### src/rtl/stch2dec_win.sv
// stch2dec_win -- stochastic-to-decimal window decoder.
//
// Counts the ones in the serial stochastic stream S over a window of 2^NW
// clock cycles. It then scales the count to an ND-bit probability, D = ones / 2^(NW-ND).
// The result saturates at 2^ND-1 when every sample in the window is 1.
//
// Parameters
//   ND : width of the decoded output D (probability = D / 2^ND)
//   NW : log2 of the window length in cycles; NW >= ND is required
//
// Ports
//   CLK   : clock, all state updates on the rising edge
//   INIT  : synchronous active-high reset
//   START : request one conversion window (ignored while BUSY)
//   S     : stochastic bit stream
//   D     : latest decoded probability, held between VALID pulses
//   VALID : one-cycle pulse when D is updated
//   BUSY  : high while a window is being accumulated
//
// Build option
//   STCH2DEC_CONT_EN : when defined, the first START begins back-to-back
//                      windows that repeat until INIT. BUSY stays high and
//                      further START pulses are ignored.
module stch2dec_win #(
  parameter int unsigned ND = 8,
  parameter int unsigned NW = 8
) (
  input  logic          CLK,
  input  logic          INIT,
  input  logic          START,
  input  logic          S,
  output logic [ND-1:0] D,
  output logic          VALID,
  output logic          BUSY
);

  localparam logic [0:0] ST_IDLE  = 1'b0;
  localparam logic [0:0] ST_ACCUM = 1'b1;

  logic [0:0]    state;
  logic [NW-1:0] cyc;      // index of the sample taken on the next edge
  logic [NW:0]   ones;     // NW+1 bits so that a full window of ones fits
  logic [NW:0]   total;
  logic [NW:0]   shifted;
  logic [ND-1:0] result;
  logic          last;

  // The final sample is added combinationally, so the result is ready on
  // the same edge that samples the last bit. No extra cycle is needed.
  always_comb begin
    last    = (cyc == '1);
    total   = ones + {{NW{1'b0}}, S};
    shifted = total >> (NW - ND);
    // The scaled value can only reach 2^ND when every sample was 1.
    result  = shifted[ND] ? '1 : shifted[ND-1:0];
  end

  always_ff @(posedge CLK) begin
    if (INIT) begin
      state <= ST_IDLE;
      cyc   <= '0;
      ones  <= '0;
      D     <= '0;
      VALID <= 1'b0;
    end else begin
      VALID <= 1'b0;
      case (state)
        ST_IDLE: begin
          if (START) begin
            state <= ST_ACCUM;
            cyc   <= '0;
            ones  <= '0;
          end
        end
        ST_ACCUM: begin
          if (last) begin
            D     <= result;
            VALID <= 1'b1;
            // Clear the counters on the completion edge. In continuous mode
            // the next edge then takes sample 0 of the following window,
            // with no gap between windows.
            cyc   <= '0;
            ones  <= '0;
`ifdef STCH2DEC_CONT_EN
            state <= ST_ACCUM;
`else
            state <= ST_IDLE;
`endif
          end else begin
            cyc  <= cyc + 1'b1;
            ones <= total;
          end
        end
        default: state <= ST_IDLE;
      endcase
    end
  end

  assign BUSY = (state == ST_ACCUM);

endmodule

### config.mk
export PLATFORM = sky130hd
export DESIGN_NAME = stch2dec_win
export DESIGN_NICKNAME = d
export VERILOG_FILES = /design/src/rtl/stch2dec_win.sv
export SDC_FILE = /design/constraint.sdc
export NUM_CORES = 1
export LEC_CHECK = 0
export ABC_AREA = 0
export CAP_MARGIN = 20
export CORE_MARGIN = 3
export CORE_UTILIZATION = 40
export DETAILED_ROUTE_END_ITERATION = 12
export GPL_TIMING_DRIVEN = 1
export PLACE_DENSITY_LB_ADDON = 0.1
export REMOVE_ABC_BUFFERS = 1
export SETUP_SLACK_MARGIN = 0.02
export SKIP_CTS_REPAIR_TIMING = 1
export SLEW_MARGIN = 20
export SYNTH_ARGS = -nofsm -noshare
export SYNTH_HDL_FRONTEND = slang
export SYNTH_SLANG_ARGS = --single-unit
export TNS_END_PERCENT = 20
### constraint.sdc
create_clock -name CLK -period 2.6 [get_ports CLK]
set_input_delay 0.65 -clock CLK [delete_from_list [all_inputs] [get_ports CLK]]
set_output_delay 0.65 -clock CLK [all_outputs]
set_load 0.02 [all_outputs]
==> results of run 1 <==
-- cell usage in the layout (no fill, tap or decap), types with 3 or more instances in the layout --
| master | n |
|---|---|
| inv_1 | 5 |
| clkdlybuf4s50_1 | 13 |
| buf_4 | 7 |
| nand2_1 | 8 |
| dfxtp_1 | 27 |
| ha_1 | 3 |
| xnor2_1 | 5 |
| o21ai_0 | 12 |
| nor2_1 | 12 |
| nand3_1 | 7 |
| a21oi_1 | 15 |
| a22oi_1 | 3 |
| clkbuf_4 | 3 |
| o221a_2 | 3 |
| nor3_1 | 7 |
-- worst max-delay path: stages --
cell and delay (ns):
clkdlybuf4s50_1 0.46, ha_1 0.19, ha_1 0.20, nand4_2 0.13, or3_4 0.40, and3_4 0.21
a211oi_2 0.16
-- report_power, final --
group | leakage [uW] | internal (uW) | switching (uW)
combinational | 0.000273 | 19.6 | 26.8
sequential | 0.000218 | 418 | 4.91
clock | 0.0000150 | 60.0 | 117
total | 0.000506 | 497 | 148
-- sequential cells by signal (all words and copies together) (netlist names) --
| register | flops |
|---|---|
| BUSY | 1 |
| D | 8 |
| ones | 9 |
| VALID | 1 |
| cyc | 8 |
-- per-layer routing --
metal  track usage [%]  part of all wire [%]  vias up
met5                 0                     0        -
li1                  -                     -      550
met2              24.9                    47       18
met3              4.75                   3.7        2
met4              3.03                  0.50        0
met1              21.9                    49      523
-- cell families after synthesis --
group           Yosys count
simple gates             48
compound gates           43
flops                    27
buf+inv                  10
xor+xnor                  6
fa+ha+maj                 3
mux                       2
-- how the worst max path moves through the flow --
stage	startpoint	endpoint	depth (start not counted)
floorplan	S	D[2]	6
global placement	S	D[2]	7
detailed placement	S	D[1]	7
CTS	S	D[2]	7
global route	S	D[1]	7
finish	S	D[2]	7
-- cell type report --
class | count | share of cell area, %
sequential | 27 | 36.7
timing repair buffer | 20 | 12.4
multi-input combinational | 102 | 44.2
clock buffer | 4 | 1.79
inverter | 5 | 1.28
tap | 42 | 3.57
-- metrics by stage --
stage	std cells	hold WS, ns	cell area [sq um]
after global placement	196	0.457	1450
after global routing	200	0.524	1470
after CTS	200	0.497	1470
final	200	0.496	1470
after floorplan	134	0.444	1210
after detailed placement	196	0.465	1450
==> impl_metrics.env, run 1 <==
export IMPL_routedWlPerCell_microns=13.0
export IMPL_grt_max_degree=17
export IMPL_critPathLaunchType="input pin"
export IMPL_initial_core_util_pct=43.6
export IMPL_synth_xor_area_share_pct=4.19
export IMPL_dp_hpwl_microns=1970
export IMPL_clk_pin_slew_worst_paths_ns=0.14
export IMPL_setup_tns_ns=0
export IMPL_synth_warnings=0
export IMPL_rsz0062_at_grt="no"
export IMPL_reg2reg_slack_ns=0.83
export IMPL_period_minus_slack_ns=2.15
export IMPL_cts_buffers=3
export IMPL_avgViaCountPerCell=5.47
export IMPL_crit_arrival_ns=2.41
export IMPL_drt_iter0_drc=51
export IMPL_clk_path_buf_depth=2
export IMPL_fin_ws_ns=0.452
export IMPL_synth_top_family_by_area="compound AO/OA/AOI/OAI gates"
export IMPL_slew_viol_final=0
export IMPL_cp_required_ns=2.86
export IMPL_regArea_sq_um=541
export IMPL_synth_edf_count=0
export IMPL_drc_errors=0
export IMPL_gr_total_overflow=0
export IMPL_cts_tree="yes"
export IMPL_port_buffers=13
export IMPL_ctsRootBufferMaster="clkbuf_4"
export IMPL_dp_slack_ns=0.113
export IMPL_final_antenna_net_count=0
export IMPL_setup_viol=0
export IMPL_antenna_cells=0
export IMPL_vdd_drop_max_mv=0.363
export IMPL_die_h_microns=62.0
export IMPL_dr_pass1_iters=4
export IMPL_finalCritPeriodShare_pct=82.6
export IMPL_multi_input_comb_area_sq_um=651
export IMPL_synthMuxAreaShare_pct=1.70
export IMPL_fmax_mhz=465
export IMPL_postSynth_asyncResetShare_pct=0
export IMPL_fin_nets=166
export IMPL_status="completed"
export IMPL_finalHoldViolCount=0
export IMPL_grt_pass1_wl_microns=4550
export IMPL_avgSynthCellArea_sq_um=9.02
export IMPL_netlist_area_sq_mm=0.00125
export IMPL_crit_type="input pin to flip-flop"
export IMPL_synth_simple_area_share_pct=21.1
export IMPL_die_x_microns=62.0
export IMPL_cts_htree_levels=1
export IMPL_min_path_cells=1
export IMPL_slew_headroom_pct=57.7
export IMPL_insertion_delay_ns=0.32
export IMPL_power_density_mw_per_mm2=439
export IMPL_worstMarginPinSlew_ns=0.628
export IMPL_p_leak_uw=0.000506
export IMPL_grt_pass1_vias=995
export IMPL_gp_congestion=0.805
export IMPL_yosysSeqAreaShare_pct=43.1
export IMPL_io_pins=14
export IMPL_synth_distinct_cells=38
export IMPL_fin_worst_skew_ns=0.0152
export IMPL_r2r_start="cyc[0]"
export IMPL_vias=1093
export IMPL_synthTopCellsByArea="dfxtp_1 (43%), a21oi_1 (6.0%), o21ai_0 (4.8%)"
export IMPL_hold_path_class="flip-flop to flip-flop"
export IMPL_coreArea_sq_mm=0.00288
export IMPL_cp_end_kind="flip-flop"
export IMPL_dieArea_sq_mm=0.00384
export IMPL_routed_wl_microns=2600
export IMPL_ys_seq_elements=27
export IMPL_min_from="ones[8]"
export IMPL_drv_cap=0
export IMPL_min_to="ones[8]"
export IMPL_synth_top_cell_by_area="dfxtp_1"
export IMPL_yosys_top_cells_count="dfxtp_1 (27), a21oi_1 (15), nor2_1 (12), o21ai_0 (12), nand2_1 (8)"
export IMPL_synth_top_area_share_pct=43.1
export IMPL_antenna_found_initial=0
export IMPL_p_total_uw=646
export IMPL_synth_adder_area_share_pct=2.99
export IMPL_synth_compound_area_share_pct=22.0
export IMPL_rr_worst_depth=5
export IMPL_synthFlopType="dfxtp_1"
export IMPL_rows=19
export IMPL_rr_endpoint="cyc[7]"
export IMPL_path_max_fanout=5
export IMPL_gr_usage_all_layers_pct=15.9
export IMPL_synthCells=139
export IMPL_utilization_pct=51.2
export IMPL_yosysMostFrequentCell="dfxtp_1"
export IMPL_area_growth_syn_to_layout_pct=17.4
export IMPL_fillers=283
export IMPL_layout_drive_gt1_share_pct=12.7
export IMPL_cts_sinks=27
Power figures use the tool's default switching activity.
==> run 2, diff against run 1 <==
clock period = 2.1 ns   (was 2.6 ns; I/O delays follow)
==> impl_metrics.env, run 2 (synthesis results as in run 1) <==
export IMPL_fmax_mhz=491
export IMPL_cts_htree_levels=1
export IMPL_ctsRootBufferMaster="clkbuf_4"
export IMPL_gr_usage_all_layers_pct=17.2
export IMPL_dieArea_sq_mm=0.00384
export IMPL_final_common_cell="dfxtp_1"
export IMPL_antenna_found_initial=0
export IMPL_p_comb_share_pct=7.2
export IMPL_cp_cell_sequence="clkdlybuf4s50_1, ha_1, ha_1, nand4_2, or3_4, and3_4, a211oi_2"
export IMPL_vdd_drop_max_mv=0.284
export IMPL_routedWlPerCell_microns=13.6
export IMPL_drc_errors=0
export IMPL_fin_worst_skew_ns=0.00605
export IMPL_vias=1095
export IMPL_slew_headroom_pct=63.1
export IMPL_critPathTopFamily="simple AND/OR/NAND/NOR gates"
export IMPL_cpMostUsedCell="ha_1"
export IMPL_fin_nets=167
export IMPL_dr_pass1_iters=4
export IMPL_die_h_microns=62.0
export IMPL_finalHoldViolCount=0
export IMPL_port_buffers=13
export IMPL_rows=19
export IMPL_coreArea_sq_mm=0.00288
export IMPL_gp_congestion=0.790
export IMPL_avgViaCountPerCell=5.45
export IMPL_worstMarginPinSlew_ns=0.547
export IMPL_final_antenna_net_count=0
export IMPL_period_minus_slack_ns=2.04
export IMPL_switchingPower_uw=202
export IMPL_top_regs="ones x9, D x8, cyc x8"
export IMPL_p_total_uw=817
export IMPL_dp_hpwl_microns=2060
export IMPL_top_layer="met4"
export IMPL_path_max_fanout=5
export IMPL_drt_iter0_drc=45
export IMPL_area_growth_syn_to_layout_pct=18.3
export IMPL_crit_type="input pin to flip-flop"
export IMPL_cp_end_kind="flip-flop"
export IMPL_path_buf_inv=1
export IMPL_clk_path_buf_depth=2
export IMPL_critPathLaunchType="input pin"
export IMPL_mostFrequentLayoutCells="dfxtp_1 (27), a21oi_1 (15), clkdlybuf4s50_1 (13)"
export IMPL_slew_viol_final=0
export IMPL_status="completed"
export IMPL_wl_met2_microns=1260
export IMPL_crit_arrival_ns=2.31
export IMPL_wirelength_met1_microns=1320
export IMPL_critPathSlowestCell="clkdlybuf4s50_1"
export IMPL_utilization_pct=51.5
export IMPL_setup_viol=0
export IMPL_finalCritPeriodShare_pct=97.0
export IMPL_regMostFlops="ones"
export IMPL_initial_core_util_pct=43.6
export IMPL_power_density_mw_per_mm2=551
export IMPL_intPower_uw=616
export IMPL_slowest_delay_ns=0.46
export IMPL_insertion_delay_ns=0.34
export IMPL_cts_buffers=3
export IMPL_grt_pass1_wl_microns=4890
export IMPL_cp_required_ns=2.38
export IMPL_die_x_microns=62.0
export IMPL_hold_path_class="flip-flop to flip-flop"
export IMPL_clk_pin_slew_worst_paths_ns=0.15
export IMPL_grt_pass1_vias=1033
export IMPL_cts_sinks=27
export IMPL_io_pins=14
export IMPL_p_leak_uw=0.000510
export IMPL_grt_max_degree=17
export IMPL_routed_wl_microns=2730
export IMPL_gr_total_overflow=0
export IMPL_swShare_pct=24.7
export IMPL_rsz0062_at_grt="yes"
export IMPL_largest_reg_flops=9
export IMPL_seqPwrFrac_pct=64.0
export IMPL_dr_wl_met3_microns=104
export IMPL_antenna_cells=0
export IMPL_drv_cap=0
export IMPL_clkPwrFrac_pct=28.7
export IMPL_layout_drive_gt1_share_pct=13.8
export IMPL_cts_tree="yes"
## run 2: changes by cell type in the layout (fill, tap and decap cells not counted), sizes merged
cell and delta:
clkinvlp +1, buf +1, clkbuf -1
## run 2: worst reg2reg max path, cell delays in order, from the launching register on
cell,delay [ns]
dfxtp_1,0.37
ha_1,0.19
ha_1,0.20
nand4_2,0.16
or3_4,0.41
and3_4,0.21
a211oi_2,0.17
## run 2: per-stage QoR
step,hold slack (ns),area (sq um),setup WS [ns],setup TNS [ns],cells
CTS,0.501,1480,0.0767,0,201
global route,0.533,1480,0.00228,0,201
global placement,0.455,1450,-0.219,-1.54,197
detailed placement,0.464,1450,-0.274,-2.26,197
floorplan,0.444,1210,0.232,0,134
finish,0.503,1480,0.0636,0,201
## run 2: metal layers
metal | up-vias | global-route usage [%]
met5 | - | 0
met4 | 0 | 7.27
met3 | 5 | 3.31
met2 | 18 | 25.9
met1 | 520 | 24.0
li1 | 552 | -
## run 2: path summary, 6_finish.rpt
path	start	to	slack, ns	cells past startpoint
worst max-delay path	S	D[2]	0.06	7
worst min-delay path	ones[8]	ones[8]	0.50	1
worst max register to register	ones[0]	D[2]	0.33	6
worst min register to register	ones[8]	ones[8]	0.50	1
## run 2: layout make-up
cell class                 count  area, sq um
fill                         270         1390
inverter                       5         18.8
multi-input combinational    102          651
clock inverter                 1         7.51
timing repair buffer          21          190
sequential                    27          541
tap                           42         52.6
clock buffer                   3         22.5
## run 2: power by group through the flow
stage / clock network [uW] / logic, uW / registers [uW]
finish: 235 / 59.2 / 523
global route: 270 / 66.3 / 525
CTS: 246 / 59.5 / 523
detailed placement: 0 / 59.2 / 534
global placement: 0 / 58.4 / 534
floorplan: 0 / 24.1 / 537
